===== src/rtl/cache_fill_fsm.sv =====
// Cache line fill controller: on a miss, reads an 8-word block from main memory and writes it into the cache.
// Optional saturating fill counter enabled by defining CACHE_FILL_PERF_CNT_EN.
module cache_fill_fsm (
  input  logic        clk,
  input  logic        rst_n,
  input  logic        miss_detected,
  input  logic [15:0] miss_address,
  input  logic        memory_data_valid,
  output logic        fsm_busy,
  output logic        mem_en,
  output logic [15:0] memory_address,
  output logic        write_data_array,
  output logic [2:0]  fill_word_index,
  output logic        write_tag_array,
  output logic [15:0] fill_count
);

  typedef enum logic [0:0] {
    IDLE = 1'b0,
    FILL = 1'b1
  } state_e;

  state_e      state_q, state_d;
  logic [11:0] base_q, base_d;
  logic [3:0]  issue_cnt_q, issue_cnt_d;
  logic [2:0]  ret_cnt_q, ret_cnt_d;
  logic        ret_done_q, ret_done_d;

  // State, block base and request/return counters
  always_ff @(posedge clk or negedge rst_n) begin
    if (!rst_n) begin
      state_q     <= IDLE;
      base_q      <= 12'h000;
      issue_cnt_q <= 4'd0;
      ret_cnt_q   <= 3'd0;
      ret_done_q  <= 1'b0;
    end else begin
      state_q     <= state_d;
      base_q      <= base_d;
      issue_cnt_q <= issue_cnt_d;
      ret_cnt_q   <= ret_cnt_d;
      ret_done_q  <= ret_done_d;
    end
  end

  // Next-state and output decode
  always_comb begin
    state_d          = state_q;
    base_d           = base_q;
    issue_cnt_d      = issue_cnt_q;
    ret_cnt_d        = ret_cnt_q;
    ret_done_d       = ret_done_q;
    fsm_busy         = 1'b0;
    mem_en           = 1'b0;
    memory_address   = 16'h0000;
    write_data_array = 1'b0;
    fill_word_index  = 3'd0;
    write_tag_array  = 1'b0;

    case (state_q)
      IDLE: begin
        // Stall asserts in the detection cycle itself, before FILL is entered.
        fsm_busy = miss_detected;
        if (miss_detected) begin
          state_d     = FILL;
          base_d      = miss_address[15:4];
          issue_cnt_d = 4'd0;
          ret_cnt_d   = 3'd0;
          ret_done_d  = 1'b0;
        end else begin
          state_d = IDLE;
        end
      end
      FILL: begin
        fsm_busy = 1'b1;
        if (issue_cnt_q < 4'd8) begin
          mem_en         = 1'b1;
          memory_address = {base_q, issue_cnt_q[2:0], 1'b0};
          issue_cnt_d    = issue_cnt_q + 4'd1;
        end else begin
          mem_en         = 1'b0;
          memory_address = 16'h0000;
        end
        // Returns are counted on their own; the done flag blocks a wrap into a 9th write.
        if (memory_data_valid && !ret_done_q) begin
          write_data_array = 1'b1;
          fill_word_index  = ret_cnt_q;
          if (ret_cnt_q == 3'd7) begin
            write_tag_array = 1'b1;
            ret_done_d      = 1'b1;
            state_d         = IDLE;
          end else begin
            ret_cnt_d = ret_cnt_q + 3'd1;
          end
        end else begin
          write_data_array = 1'b0;
        end
      end
      default: begin
        state_d = IDLE;
      end
    endcase
  end

`ifdef CACHE_FILL_PERF_CNT_EN
  logic [15:0] fill_count_q, fill_count_d;

  // Saturating count of completed fills
  always_comb begin
    if (write_tag_array && (fill_count_q != 16'hFFFF)) begin
      fill_count_d = fill_count_q + 16'd1;
    end else begin
      fill_count_d = fill_count_q;
    end
  end

  // Fill counter register
  always_ff @(posedge clk or negedge rst_n) begin
    if (!rst_n) begin
      fill_count_q <= 16'h0000;
    end else begin
      fill_count_q <= fill_count_d;
    end
  end

  assign fill_count = fill_count_q;
`else
  assign fill_count = 16'h0000;
`endif

endmodule


===== config.mk =====
export PLATFORM = sky130hd
export DESIGN_NAME = cache_fill_fsm
export DESIGN_NICKNAME = d
export VERILOG_FILES = /design/src/rtl/cache_fill_fsm.sv
export SDC_FILE = /design/constraint.sdc
export NUM_CORES = 1
export LEC_CHECK = 0
export ABC_CLOCK_PERIOD_IN_PS = 1400
export CORE_UTILIZATION = 35
export CTS_CLUSTER_SIZE = 30
export DETAILED_ROUTE_END_ITERATION = 8
export GPL_TIMING_DRIVEN = 0
export PLACE_DENSITY = 0.75
export SETUP_SLACK_MARGIN = 0.15
export SKIP_CTS_REPAIR_TIMING = 1
export SLEW_MARGIN = 10
export SYNTH_ARGS = -nofsm -noshare
export SYNTH_HDL_FRONTEND = slang
export SYNTH_SLANG_ARGS = --single-unit

===== constraint.sdc =====
create_clock -name clk -period 1.4 [get_ports clk]
set_input_delay 0.35 -clock clk [delete_from_list [all_inputs] [get_ports clk]]
set_output_delay 0.35 -clock clk [all_outputs]
set_load 0.02 [all_outputs]

==> impl_metrics.tcl <==
set metrics [dict create \
    status "finished, violations left" \
    violations "negative setup slack" \
    maxSlewHeadroom_pct 39.91 \
    tns_ns -6.907 \
    wl_mm 2.355 \
    syn_inst 130 \
    start_util_pct 37.26 \
    min_period_ns 1.754 \
    rsz0062_at_grt "true" \
    firstDrtPassIters 4 \
    synth_top_area_share_pct 45.45 \
    cts-root-buf "clkbuf_4" \
    dpl_cell_area_um2 1700 \
    cts_buffers 3 \
    ant_nets 0 \
    synthTopCellsByArea "dfrtp_1 45%, nand2_1 14%, buf_4 12%" \
    timing.fmax_mhz 570.2 \
    crit_fanout 10 \
    power.density_nw_per_um2 1589 \
    drv_cap 0 \
    antenna_found_initial 0 \
    max_stage_delay_ns 0.46 \
    drive_above_1_share_pct 37.23 \
    globalplace.congestion 0.7272 \
    num_rows 20 \
    grt_pass1_wl_mm 3.843 \
    fin_skew_ns 0.001226 \
    place_ws_ns -0.7750 \
    start_kind "flop" \
    die_h_um 59.48 \
    max_slew.worst_pin.slew_ns 0.8998 \
    io_buffers 37 \
    crit_chain "and2b_1 > buf_6 > and2_1 > clkbuf_2" \
    wl_met1_um 979 \
    cts.sinks 21 \
    syn_avg_cell_area_um2 8.893 \
    cp.arrival_ns 1.40 \
    vias 940 \
    min_path_type "in2async" \
    ys_types 23 \
    nets 212 \
    crit_type "reg2out" \
    die-width_um 59.48 \
    hpwlAfterDp_mm 1.876 \
    viasPerCell 4.052 \
    top_layer_used "met4" \
    maxSlewViolCount 0 \
    grt_start_max_net_pins 22 \
    die_area_um2 3537 \
    wl_met3_um 150 \
    synth_seq_cells 21 \
    cpMaxStageDelayCell "dfrtp_2" \
    diodes 0 \
    grt_overflow 0 \
    syn_to_final_growth_pct 44.70 \
    htreeDepth 1 \
    grt_pass1_vias 876 \
    initialDrtViolationCount 38 \
    io_pins 59 \
    netlist_area_um2 1156 \
    yosys.area.top_type "dfrtp_1" \
    cts_tree "yes" \
    setup_slack_ns -0.3537 \
    whs_ns 0.1709 \
    layout_common_cells "44 x nand2_1, 24 x buf_4, 20 x dfrtp_1" \
    yosys_warnings 0 \
    design_area_um2 1673 \
    cellLeakagePower_nw 0.9217 \
    grt_usage_pct 14.60 \
    design.core.area_um2 3103 \
    hold_viol_final 0 \
    peakVddDrop_uv 505.4 \
    period_share_pct 125.3 \
    met2_length_mm 1.170 \
    drc_errors 0 \
    insertion_delay_ns 0.29 \
    cts.clk_slew.worst_paths_ns 0.10 \
    crit_path_end_kind "output port" \
    mostFrequentLayoutCell "nand2_1" \
    required_ns 1.05 \
    wl_per_cell_um 10.15 \
    setup_viol_count_final 22 \
    seq_area_frac_synth_pct 45.45 \
    clockBufferDepth 2 \
]
## synthesized netlist by cell type
master	number
mux2_4	1
nor2_2	1
mux2i_1	1
buf_4	19
buf_2	2
and2b_1	2
and4bb_2	1
o21ai_0	3
nand2_1	44
dfrtp_1	21
nand2b_1	1
buf_6	1
and2_1	19
ha_1	3
a31oi_1	1
a21oi_1	1
a21boi_0	1
a22o_1	2
conb_1	1
inv_1	1
or2_2	1
nand3b_1	1
nor2_1	2
## report_power, final
part           leakage (nW)  total [W]  internal (W)  switching (W)
clock                0.0150   0.000270      0.000111       0.000159
sequential            0.254    0.00110      0.000892       0.000210
combinational         0.653    0.00129      0.000640       0.000646
## kinds of logic (layout without fill, tap and decap cells)
kind of cell / after synthesis / count (layout) / synth area share, %
mux: 2 / 2 / 2.164
buf+inv: 23 / 65 / 14.50
compound gates: 8 / 8 / 4.437
flops: 21 / 21 / 45.45
simple gates: 72 / 72 / 29.87
fa+ha+maj: 3 / 3 / 3.247
other cells: 1 / 17 / 0.3244
## layer usage
| layer | vias to the layer above | GRT usage [%] |
|---|---|---|
| li1 | 488 | - |
| met1 | 414 | 16.39 |
| met2 | 34 | 26.16 |
| met3 | 4 | 3.057 |
| met4 | 0 | 6.803 |
| met5 | - | 0 |
## per-stage QoR
step	power [W]	util (%)	cells
finish	0.002658	53.91	232
global route	0.002875	53.91	232
CTS	0.002756	55.65	231
detailed placement	0.002482	54.80	227
global placement	0.002412	54.80	227
floorplan	0.001993	-	146
## area by class of cell
| cell class | instances | area (µm²) |
|---|---|---|
| fill | 328 | 1430 |
| multi-input combinational | 102 | 576.8 |
| sequential | 21 | 526.8 |
| timing repair buffer | 38 | 307.8 |
| buffer | 22 | 176.4 |
| tap | 44 | 55.05 |
| clock buffer | 4 | 26.28 |
| inverter | 1 | 3.754 |
## flip-flops by register name, summed over array words and instances (netlist names)
signal	cells
issue_cnt_q	4
ret_cnt_q	3
ret_done_q	1
base_q	12
state_q	1
## critical path: cells and delay by family (launching register included)
family | cells | cell delay, ns
buffers and inverters | 2 | 0.29
DFF | 1 | 0.46
and+or+nand+nor | 2 | 0.36
## worst paths after layout
check	to	cells past startpoint	startpoint	slack, ns
max in group asynchronous	state_q$_DFF_PN0_	1	rst_n	0.63
min in group clk	issue_cnt_q[3]$_DFFE_PN0P_	4	miss_detected	0.44
worst min-delay path	base_q[4]$_DFFE_PN0P_	1	rst_n	0.17
worst max register to register	ret_cnt_q[0]$_DFFE_PN0P_	5	ret_cnt_q[0]$_DFFE_PN0P_	0.03
worst min register to register	base_q[10]$_DFFE_PN0P_	2	base_q[10]$_DFFE_PN0P_	0.49
worst max-delay path	memory_address[3]	4	state_q$_DFF_PN0_	-0.35
(Power assumes the default switching activity.)
